$ cat src/rtl/sim_pkg.sv
// Shared state encoding and default parameter constants for the cloth-chain
// constraint scheduler.
package sim_pkg;

    typedef enum logic [2:0] {
        S_IDLE   = 3'd0,
        S_VERLET = 3'd1,
        S_PIN    = 3'd2,
        S_RD     = 3'd3,
        S_WR     = 3'd4,
        S_DONE   = 3'd5
    } state_t;

    localparam int DEF_NUM_NODES  = 8;
    localparam int DEF_ITERATIONS = 3;
    localparam int DEF_W          = 8;
    localparam int DEF_REST_LEN   = 16;
    localparam int DEF_BASE_X     = 200;

endpackage

$ cat src/rtl/pair_correct.sv
// Combinational position correction for one adjacent node pair: x pulled halfway
// toward the upper node, y limited to REST_LEN below it.
module pair_correct #(
    parameter int W        = 8,
    parameter int REST_LEN = 16
) (
    input  logic [W-1:0] i_x0,
    input  logic [W-1:0] i_x1,
    input  logic [W-1:0] i_y0,
    input  logic [W-1:0] i_y1,
    output logic [W-1:0] o_x,
    output logic [W-1:0] o_y,
    output logic         o_clamp
);

    logic signed [W:0] w_dx;
    logic signed [W:0] w_sum;
    logic        [W:0] w_lim;
    logic              w_unused_sign;

    assign w_dx  = $signed({1'b0, i_x0}) - $signed({1'b0, i_x1});
    assign w_sum = $signed({1'b0, i_x1}) + (w_dx >>> 1);
    assign o_x   = w_sum[W-1:0];
    // Result always lies between the two inputs, so the sign bit carries nothing.
    assign w_unused_sign = w_sum[W];

    // One extra bit so y0 + REST_LEN cannot wrap before the compare.
    assign w_lim   = {1'b0, i_y0} + (W+1)'(REST_LEN);
    assign o_clamp = ({1'b0, i_y1} > w_lim);
    assign o_y     = !o_clamp ? i_y1 : (w_lim[W] ? '1 : w_lim[W-1:0]);

endmodule

$ cat src/rtl/constraint_scheduler.sv
// Frame sequencer for a pinned node chain: Verlet strobe, then ITERATIONS passes
// of pin + pairwise distance correction. Optional stats ports under SIM_STATS_EN.
module constraint_scheduler
    import sim_pkg::*;
#(
    parameter int NUM_NODES  = DEF_NUM_NODES,
    parameter int ITERATIONS = DEF_ITERATIONS,
    parameter int W          = DEF_W,
    parameter int REST_LEN   = DEF_REST_LEN,
    parameter int BASE_X     = DEF_BASE_X,
    localparam int SW        = $clog2(NUM_NODES)
) (
    input  logic          clk,
    input  logic          reset,
    input  logic          frame_start,
    output logic          busy,
    output logic          frame_done,
    output logic          verlet_state,
    output logic          fix_constraint_state,
    output logic [SW-1:0] node_sel,
    input  logic [W-1:0]  rd_x0,
    input  logic [W-1:0]  rd_y0,
    input  logic [W-1:0]  rd_x1,
    input  logic [W-1:0]  rd_y1,
    output logic          wr_en,
    output logic [SW-1:0] wr_idx,
    output logic [W-1:0]  wr_x,
    output logic [W-1:0]  wr_y
`ifdef SIM_STATS_EN
    ,
    output logic [15:0]   frame_count,
    output logic [15:0]   clamp_count
`endif
);

    localparam logic [SW-1:0] LAST_PAIR = SW'(NUM_NODES - 2);
    localparam logic [3:0]    ITER_C    = 4'(ITERATIONS);

    state_t        r_state, w_nxt;
    logic [SW-1:0] r_pair, w_pair_nxt;
    logic [3:0]    r_pass, w_pass_nxt;

    logic          r_busy, r_done, r_verlet, r_fix, r_wr_en;
    logic [SW-1:0] r_node_sel, r_wr_idx;

    logic [W-1:0]  w_cx, w_cy;
    logic          w_clamp;

    pair_correct #(
        .W        (W),
        .REST_LEN (REST_LEN)
    ) u_pair (
        .i_x0    (rd_x0),
        .i_x1    (rd_x1),
        .i_y0    (rd_y0),
        .i_y1    (rd_y1),
        .o_x     (w_cx),
        .o_y     (w_cy),
        .o_clamp (w_clamp)
    );

    always_comb begin
        w_nxt      = r_state;
        w_pair_nxt = r_pair;
        w_pass_nxt = r_pass;
        case (r_state)
            S_IDLE: begin
                if (frame_start) begin
                    w_nxt      = S_VERLET;
                    w_pair_nxt = '0;
                    w_pass_nxt = '0;
                end
            end
            S_VERLET: begin
                w_nxt      = S_PIN;
                w_pass_nxt = 4'd1;
            end
            S_PIN: begin
                w_nxt      = S_RD;
                w_pair_nxt = '0;
            end
            S_RD: w_nxt = S_WR;
            S_WR: begin
                if (r_pair != LAST_PAIR) begin
                    w_nxt      = S_RD;
                    w_pair_nxt = r_pair + 1'b1;
                end else if (r_pass < ITER_C) begin
                    w_nxt      = S_PIN;
                    w_pass_nxt = r_pass + 4'd1;
                end else begin
                    w_nxt = S_DONE;
                end
            end
            S_DONE: begin
                w_nxt      = S_IDLE;
                w_pair_nxt = '0;
                w_pass_nxt = '0;
            end
            default: w_nxt = S_IDLE;
        endcase
    end

    // Control outputs are registered from the next state so they line up with it.
    always_ff @(posedge clk or negedge reset) begin
        if (!reset) begin
            r_state    <= S_IDLE;
            r_pair     <= '0;
            r_pass     <= '0;
            r_busy     <= 1'b0;
            r_done     <= 1'b0;
            r_verlet   <= 1'b0;
            r_fix      <= 1'b0;
            r_wr_en    <= 1'b0;
            r_wr_idx   <= '0;
            r_node_sel <= '0;
        end else begin
            r_state  <= w_nxt;
            r_pair   <= w_pair_nxt;
            r_pass   <= w_pass_nxt;
            r_busy   <= (w_nxt != S_IDLE);
            r_done   <= (w_nxt == S_DONE);
            r_verlet <= (w_nxt == S_VERLET);
            r_fix    <= (w_nxt == S_PIN) || (w_nxt == S_RD) || (w_nxt == S_WR);
            r_wr_en  <= (w_nxt == S_PIN) || (w_nxt == S_WR);
            r_wr_idx <= (w_nxt == S_WR) ? SW'(w_pair_nxt + 1'b1) : '0;
            if (w_nxt == S_RD)
                r_node_sel <= w_pair_nxt;
        end
    end

    assign busy                 = r_busy;
    assign frame_done           = r_done;
    assign verlet_state         = r_verlet;
    assign fix_constraint_state = r_fix;
    assign wr_en                = r_wr_en;
    assign wr_idx               = r_wr_idx;
    assign node_sel             = r_node_sel;

    // Pair data only arrives during WR, so the corrected value is decoded from the
    // registered state rather than captured a cycle ahead.
    assign wr_x = (r_state == S_WR)  ? w_cx :
                  (r_state == S_PIN) ? W'(BASE_X) : '0;
    assign wr_y = (r_state == S_WR)  ? w_cy : '0;

`ifdef SIM_STATS_EN
    logic [15:0] r_frame_cnt, r_clamp_cnt;

    always_ff @(posedge clk or negedge reset) begin
        if (!reset) begin
            r_frame_cnt <= '0;
            r_clamp_cnt <= '0;
        end else begin
            if (r_state == S_DONE)
                r_frame_cnt <= r_frame_cnt + 16'd1;
            if ((r_state == S_WR) && w_clamp && (r_clamp_cnt != 16'hFFFF))
                r_clamp_cnt <= r_clamp_cnt + 16'd1;
        end
    end

    assign frame_count = r_frame_cnt;
    assign clamp_count = r_clamp_cnt;
`else
    logic w_unused_clamp;
    assign w_unused_clamp = w_clamp;
`endif

endmodule

$ cat config.mk
export PLATFORM = sky130hd
export DESIGN_NAME = constraint_scheduler
export DESIGN_NICKNAME = d
export VERILOG_FILES = /design/src/rtl/sim_pkg.sv /design/src/rtl/pair_correct.sv /design/src/rtl/constraint_scheduler.sv
export SDC_FILE = /design/constraint.sdc
export NUM_CORES = 1
export LEC_CHECK = 0
export ABC_AREA = 1
export CAP_MARGIN = 20
export CELL_PAD_IN_SITES_DETAIL_PLACEMENT = 0
export CELL_PAD_IN_SITES_GLOBAL_PLACEMENT = 1
export CORE_MARGIN = 1.5
export CORE_UTILIZATION = 35
export CTS_BUF_LIST = sky130_fd_sc_hd__clkbuf_4 sky130_fd_sc_hd__clkbuf_8 sky130_fd_sc_hd__clkbuf_16
export DETAILED_ROUTE_END_ITERATION = 10
export GPL_ROUTABILITY_DRIVEN = 0
export GPL_TIMING_DRIVEN = 1
export PLACE_DENSITY = 0.92
export SETUP_SLACK_MARGIN = 0.5
export SLEW_MARGIN = 20
export SYNTH_ARGS = -nofsm -noshare
export SYNTH_HDL_FRONTEND = slang
export SYNTH_SLANG_ARGS = --single-unit
$ cat constraint.sdc
create_clock -name clk -period 8.1 [get_ports clk]
set_input_delay 1.62 -clock clk [delete_from_list [all_inputs] [get_ports clk]]
set_output_delay 1.62 -clock clk [all_outputs]
set_load 0.05 [all_outputs]
**Word-level counts from Yosys, hierarchy flattened**

Index checks and enable logic that the tools add are counted.

- $add $sub $neg: 6
- Reductions and logical operators: 8
- Mux-type cells: 17
- $lt $le $gt $ge: 2
- Eq/ne operators: 14

Operators by type and width:

| cell | number |
|---|---|
| 8-bit two-way mux | 5 |
| 3-bit two-way mux | 6 |
| 4-bit case mux with 4 select lines | 1 |
| 3-bit case mux with 5 select lines | 1 |
| 3-bit by 2-bit equality test with 1-bit output (second input constant) | 4 |
| 3-bit equality test (second input constant) | 4 |
| 4-bit two-way mux | 3 |
| 8-bit by 5-bit adder with 9-bit output (second input constant) | 1 |
| 8-bit by 9-bit > comparator with 1-bit output | 1 |
| 3-bit case mux with 3 select lines | 1 |
| 8-bit by 8-bit subtractor with 9-bit output | 1 |
| 8-bit adder | 1 |
| 3-bit by 1-bit adder with 3-bit output (second input constant) | 2 |
| 3-bit by 1-bit equality test with 1-bit output (second input constant) | 2 |
| 2-bit inequality test (second input constant) | 3 |
| 4-bit by 1-bit adder with 4-bit output (second input constant) | 1 |
| 4-bit by 2-bit < comparator with 1-bit output (second input constant) | 1 |
| 4-bit AND reduction | 1 |
| 4-bit nonzero test | 1 |
| 3-bit logical NOT | 1 |
| 1-bit logical OR | 3 |
| 3-bit inequality test (second input constant) | 1 |
| 3-bit nonzero test | 1 |
| 2-bit OR reduction | 1 |

- Register bits: 21
- Output and inout port bits: 27
- Logic and storage cells: 57

**Longest topological paths before layout**

Gate-level depths: netlist (run 1).

- Depth in word-level cells: 7
- Gate-level depth with buffers: 20

**Hierarchy**

Synthesis (run 1) repeated with hierarchy kept, for this count alone.

- Cell total of the unflattened synthesis: 325
- Area, all modules: 2,263.4 µm²

Modules (own cells, without submodules):

| module | cells an instance | area an instance (µm²) | sequential area each (µm²) | times used |
|---|---|---|---|---|
| pair_correct | 185 | 1,133.6 | 0.0 | 1 |
| constraint_scheduler | 140 | 1,129.8 | 525.5 | 1 |

**Least setup slack after synthesis (run 1)**

No wires, ideal clock.

- Path type: input -> output
- From: input port rd_x1[0]
- To: output port wr_x[2]
- Setup slack: 2.405 ns
- Cell stages on the path: 10
- Data arrival time: 4.075 ns
- Data required time: 6.480 ns
- Cell sequence: inv_1 -> nor2_1 -> inv_1 -> fa_1 -> xor2_1 -> inv_1 -> fa_1 -> inv_1 -> nor2_1 -> nor3_1

- Word-level cells in the longest chain between the ends: 3

Ends and longest elaborated chain:

| element | RTL line | RTL |
|---|---|---|
| start: declaration | constraint_scheduler.sv:23 | `input logic [W-1:0] rd_x1,` |
| 8-bit by 8-bit subtractor with 9-bit output | pair_correct.sv:21 | `assign w_dx = $signed({1'b0, i_x0}) - $signed({1'b0, i_x1});` |
| 8-bit adder (*) | pair_correct.sv:22 | `assign w_sum = $signed({1'b0, i_x1}) + (w_dx >>> 1);` |
| 8-bit two-way mux (*) | constraint_scheduler.sv:141 | `assign wr_x = (r_state == S_WR) ? w_cx :` |
| end: declaration | constraint_scheduler.sv:27 | `output logic [W-1:0] wr_x,` |

Mark *: on every way between the ends. The rest lies on a longest branch, timed or not.

**Worst setup path after layout (run 1)**

- From: input port rd_x1[0]
- To: output port wr_x[7]

The elaborated chain is that of the path after synthesis.

==> results of run 1 <==
==> routing by layer <==
metal / up-vias / global-route usage / routed length, um
met3: 4 / 0.0297 / 282
met1: 903 / 0.199 / 2270
met2: 51 / 0.285 / 2160
met4: 0 / 0.0362 / 40
met5: - / 0 / 0
li1: 1092 / - / -
==> through the flow <==
stage	cells	power, mW	area, um^2	utilization
detailed placement	438	0.248	2740	0.489
global placement	438	0.246	2740	0.489
floorplan	308	0.206	2060	-
global route	442	0.344	2790	0.498
finish	442	0.316	2790	0.498
CTS	442	0.320	2790	0.498
==> registers in the layout, summed over array words and instances (netlist names) <==
name,count
wr_en,1
verlet_state,1
busy,1
frame_done,1
r_pass,4
r_state,3
node_sel,3
fix_constraint_state,1
r_pair,3
wr_idx,3
==> worst max path at each step <==
stage | from | end | slack, ps | depth (start not counted)
2_1_floorplan | rd_x1[0] | wr_x[2] | 2410 | 10
3_3_place_gp | rd_x1[0] | wr_x[7] | 1490 | 22
3_5_place_dp | rd_x1[0] | wr_x[7] | 1400 | 22
4_1_cts | rd_x1[0] | wr_x[7] | 1400 | 22
5_1_grt | rd_x1[0] | wr_x[7] | 1130 | 22
6_report | rd_x1[0] | wr_x[7] | 1420 | 22
==> area by class of cell <==
| class | count | area, um^2 |
|---|---|---|
| tap | 72 | 90.1 |
| multi-input combinational | 222 | 1280 |
| clock buffer | 4 | 48.8 |
| inverter | 62 | 233 |
| fill | 597 | 2820 |
| timing repair buffer | 61 | 611 |
| sequential | 21 | 526 |
==> synthesized netlist by cell type <==
cell      instances  share of area
a31oi_2           1         0.0061
nor3_1            3         0.0073
nand2_2           3         0.0091
a31oi_1           2         0.0061
nand3b_1          1         0.0036
nor2_1           40          0.073
inv_2             5         0.0091
nor2_2            1         0.0030
o21bai_1          3          0.011
buf_2             2         0.0049
a21oi_2           1         0.0042
or3_1             1         0.0030
or2_2             1         0.0030
a21o_1            1         0.0036
ha_1             27           0.16
fa_1              2          0.019
buf_6             1         0.0055
a21oi_1          16          0.039
nand2_4           1         0.0055
nand2_1          76           0.14
nand3_1          15          0.036
xor2_1            9          0.038
o31ai_1           1         0.0036
dfrtp_1          21           0.25
nand3_2           1         0.0049
o21ai_0          10          0.024
o21ai_1           4         0.0097
nand4_1           2         0.0061
inv_1            57           0.10
==> critical path, cell delays in order <==
cell             delay [ps]
clkdlybuf4s50_1         490
inv_1                    40
nor2_1                  140
inv_1                    80
fa_1                    410
nand2_1                  80
nand2_1                  70
nand2_1                 100
nor2_1                   50
nor2_1                  100
xor2_1                  160
ha_1                    290
nand2_1                 100
inv_1                    40
nand2_1                  50
nand2_1                  40
a21oi_1                 160
inv_1                    60
nand2_1                  60
nand3_1                  50
nand2_1                  70
clkdlybuf4s50_1         790
==> cells by family (layout without fill, tap and decap cells) <==
| group | Yosys count | in the layout | synth area share |
|---|---|---|---|
| AO/OA/AOI/OAI | 39 | 39 | 0.107 |
| buffers and inverters | 65 | 127 | 0.123 |
| adder cells (fa/ha/maj) | 29 | 29 | 0.183 |
| flip-flops | 21 | 21 | 0.255 |
| XOR/XNOR | 9 | 9 | 0.0382 |
| AND/OR/NAND/NOR | 145 | 145 | 0.293 |
==> report_power, final <==
part	internal (mW)	leakage (nW)	total [mW]	switching, mW
sequential	0.107	0.271	0.108	0.000965
clock	0.0384	0.0262	0.0700	0.0317
combinational	0.0578	1.22	0.138	0.0801
total	0.203	1.52	0.316	0.113
==> metrics.txt, run 1 <==
outcome=complete, no violations; CTS Buf Count=3; synthesis-stage register bit count=21; Post-DP HPWL=around 3.9 mm; commonest non-fill, non-tap cells in the layout=76 x nand2_1, 61 x clkdlybuf4s50_1, 57 x inv_1; Rel. slew slack=0.383; crit path max fanout=4; initial core utilization=0.368; Core Area=0.00561 mm^2; clock sinks=21; Clock Path Buffers=2; share of layout cells above drive strength 1=0.0486; All-Layer GR Usage=0.160; crit path time final=6680 ps; Worst R2R Start=r_state[1]; die height=approximately 80 um; final WL=around 4.8 mm; WP data required=6480 ps; Leak=around 1.5 nW; P&R area growth vs syn=35.3%; Worst-Margin Slew=about 920 ps; reg2reg end=wr_idx[2]; H-tree Lvls=1; Final period util=0.824; WP data arrival=just over 5000 ps; total negative setup slack=0 ps; max-slew violation count=0; Avg WL per Cell=around 11 um; critical path type=input pin to output port; worst hold path class=flop to flop; # IOs=62; DRT antenna net count=0; RSZ-0062 raised after global routing=false; # DRC=0; area of the die=between 0.006 and 0.007 mm^2; Mean Syn Cell Area=6.69 um^2; register clock-pin slew on the reported worst setup and hold paths=approximately 70 ps; Fmax=0.150 GHz; startpoint types=input pin; Final Hold Vio Count=0; R2R cell count=11; hold_sp=r_pass[3]; setup slack, reg-to-reg=approximately 6100 ps; detailed-route via count=just over 2000; commonest non-fill, non-tap cell in the layout=nand2_1; peak supply drop=approximately 140 uV; Seq/Total Area, Yosys=0.255; hold buffer count at cts=0; endpoint class of the critical path=output port; root buf cell=clkbuf_8; Max-cap violations=0; Worst Clk Skew=~2.2 ps; Die Span X=~80 um; antenna violations before repair=0; synth warn=0; Rows=27; hold path cells=2; CTS tree=done; post-synth cell types=29; Synth Cell Area=around 0.0021 mm^2; Setup-failing EPs final=0; port bufs=61; post-synthesis cell count=slightly above 300; final setup margin=between 1000 and 1500 ps; DP Worst Slack=1400 ps; Hold Crit Endpoint=r_pass[3]; # diodes=0; first-pass GRT wire length=slightly above 8 mm; pin count of the biggest net entering global routing=22; clk_lat worst skew=roughly 260 ps; Post-CTS Setup Repair Bufs=0; total gr overflow=0; Via density=4.64; Initial DRC Count=55; nets=between 400 and 500; net count after synthesis=about 370; vias in the first global route=between 1500 and 2000; Power Density=around 110 mW/mm^2; final hold slack=between 400 and 500 ps; 1st-pass router iterations=4; # resized after CTS=0
(Power assumes the default switching activity.)
==> run 2, diff against run 1 <==
- CORE_UTILIZATION: 35 -> 33
- PLACE_DENSITY: 0.92 -> 0.88
- clock period: 8.1 -> 6.45 ns (I/O delays scaled with it)
==> run 2 against run 1 <==
Core utilization is 3.1 points lower. Critical path depth unchanged. Critical endpoint unchanged. Die area up 5.8%. Global-route usage is 1.7 points lower. Clock power up 27%. Sequential share of layout area about the same. Register-to-register slack worse by 1700 ps. Largest power group unchanged. Flip-flop and latch count did not move. Total power grew 26%. Count of clock-buffer cells in the layout unchanged.
==> metrics.txt, run 2 (same netlist as run 1, synthesis figures left out) <==
WP data arrival=4450 ps (-610 ps); commonest non-fill, non-tap cells in the layout=76 x nand2_1, 57 x inv_1, 56 x clkdlybuf4s50_1; Worst-Margin Slew=922 ps (-1.14 ps); H-tree Lvls=1 (unchanged); crit-path max cell delay=510 ps (-280 ps); # DRC=0 (unchanged); final core utilization=0.466 (-0.0314); register clock-pin slew on the reported worst setup and hold paths=70 ps (about the same); commonest non-fill, non-tap cell in the layout=nand2_1; DRT antenna net count=0 (unchanged); # IOs=62 (unchanged); Largest Register=r_pass; Setup-failing EPs final=0 (unchanged); global-route track usage on met2=0.250 (-0.0347); first-pass GRT wire length=7.61 mm (-7.8%); detailed-route via count=2005 (-2.2%); Initial DRC Count=59 (+7.3%); P&R area growth vs syn=35.4% (about the same); hold buffer count at cts=0 (unchanged); Tot Pwr=0.397 mW (+26%); GR peak layer=met2; total negative setup slack=0 ps (unchanged); root buf cell=clkbuf_8; crit path max fanout=4 (unchanged); Post-DP HPWL=3.82 mm (-0.95%); antenna violations before repair=0 (unchanged); Worst path slowest cell=clkdlybuf4s15_1; final hold slack=498 ps (+9.05 ps); final WL=4.78 mm (+0.69%); WP depth=22 (unchanged); 1st-pass router iterations=4 (unchanged); clock sinks=21 (unchanged); reg2reg end=wr_idx[2]; peak supply drop=140 uV (-2.8%); met3 global-route usage=0.0178 (-0.0119); Final Hold Vio Count=0 (unchanged); vias in the first global route=1765 (-12%); die height=82.0 um (+2.9%); Final period util=0.890; Power Density=142 mW/mm^2 (+26%); Rel. slew slack=0.383 (+0.000760); GR Util met1=0.188 (-0.0110); port bufs=61 (unchanged); share of layout cells above drive strength 1=0.0514 (+0.00270); register area=526 um^2 (unchanged); Clock Path Buffers=2 (unchanged); RSZ-0062 raised after global routing=true; initial core utilization=0.344 (-0.0235); Multi-input gate area=0.00128 mm^2 (unchanged); cells along the critical path=clkdlybuf4s50_1 > inv_1 > nor2_1 > inv_1 > fa_1 > nand2_1 > nand2_1 > nand2_1 > nor2_1 > nor2_1 > xor2_1 > ha_1 > nand2_1 > inv_1 > nand2_1 > nand2_1 > a21oi_1 > inv_1 > nand2_1 > nand3_1 > nand2_1 > clkdlybuf4s15_1; WP data required=5160 ps (-1320 ps); Leak=1.55 nW (+2.4%); Max-cap violations=0 (unchanged); Die Span X=82.0 um (+2.9%); outcome=complete, no violations; startpoint types=input pin; Worst Clk Skew=4.39 ps (+2.22 ps); worst path bufs/invs=6 (unchanged); CTS tree=done; Worst R2R Start=r_state[1]; number of flip-flops in the largest register=4 (unchanged); Fmax=about 0.17 GHz; endpoint class of the critical path=output port; Avg WL per Cell=10.8 um (about the same); critical path type=input pin to output port; # diodes=0 (unchanged); Crit path max-delay family=buffers and inverters; All-Layer GR Usage=0.143 (-0.0166); max-slew violation count=0 (unchanged); Critical Path Sink=wr_x[7]; total gr overflow=0 (unchanged); clk_lat worst skew=260 ps (about the same); worst hold path class=flop to flop; CTS Buf Count=3 (unchanged); cell repeated most along the worst path=nand2_1; R2R cell count=11 (unchanged); Crit. Startpoint=rd_x1[0]; nets=435 (unchanged); Via density=4.51 (-2.9%); crit path time final=approximately 5700 ps; Core Area=0.00599 mm^2 (+6.8%); fill cell count=607 (+1.7%); area of the die=0.00673 mm^2 (+5.8%); pin count of the biggest net entering global routing=22 (unchanged); Rows=28 (+3.7%); setup slack, reg-to-reg=4430 ps (-1670 ps)
[run 2: stage by stage]
step / cell area [um^2] / setup WS (ps) / cells
finish: 2790 / 707 / 445
floorplan: 2060 / 1420 / 308
global placement: 2750 / 484 / 441
CTS: 2790 / 524 / 445
detailed placement: 2750 / 415 / 441
global route: 2790 / 367 / 445
[run 2: power by group]
part           internal (mW)  total [mW]  switching (mW)
sequential             0.134       0.136         0.00126
combinational         0.0718       0.172           0.101
clock                 0.0482      0.0891          0.0409
total                  0.254       0.397           0.143
[run 2: how the worst min path moves through the flow]
stage               from   endpoint  depth (start not counted)
2_1_floorplan  r_pass[1]  r_pass[1]                          2
3_3_place_gp   r_pass[1]  r_pass[1]                          2
3_5_place_dp   r_pass[3]  r_pass[3]                          2
4_1_cts        r_pass[3]  r_pass[3]                          2
5_1_grt        r_pass[3]  r_pass[3]                          2
6_report       r_pass[3]  r_pass[3]                          2
[run 2: routing by layer]
layer | wire, um | vias up
li1 | - | 1085
met1 | 2380 | 863
met2 | 2140 | 52
met3 | 234 | 5
met4 | 31 | 0
met5 | 0 | -
[run 2: repair_timing]
action / in CTS / in global routing
gates resized for setup: 3 / 5
setup buffers: 0 / 0
setup endpoints to repair: 3 / 4
[run 2: cell type report]
type | count | area share
Sequential cell | 21 | 0.188
Tap cell | 75 | 0.0336
Clock buffer | 4 | 0.0175
Multi-Input combinational cell | 222 | 0.459
Inverter | 62 | 0.0833
Timing Repair Buffer | 61 | 0.218
[run 2: tightest hold or removal path: stages (launching register included)]
cell	delay, ps
dfrtp_1	360
inv_1	60
nor2_1	40
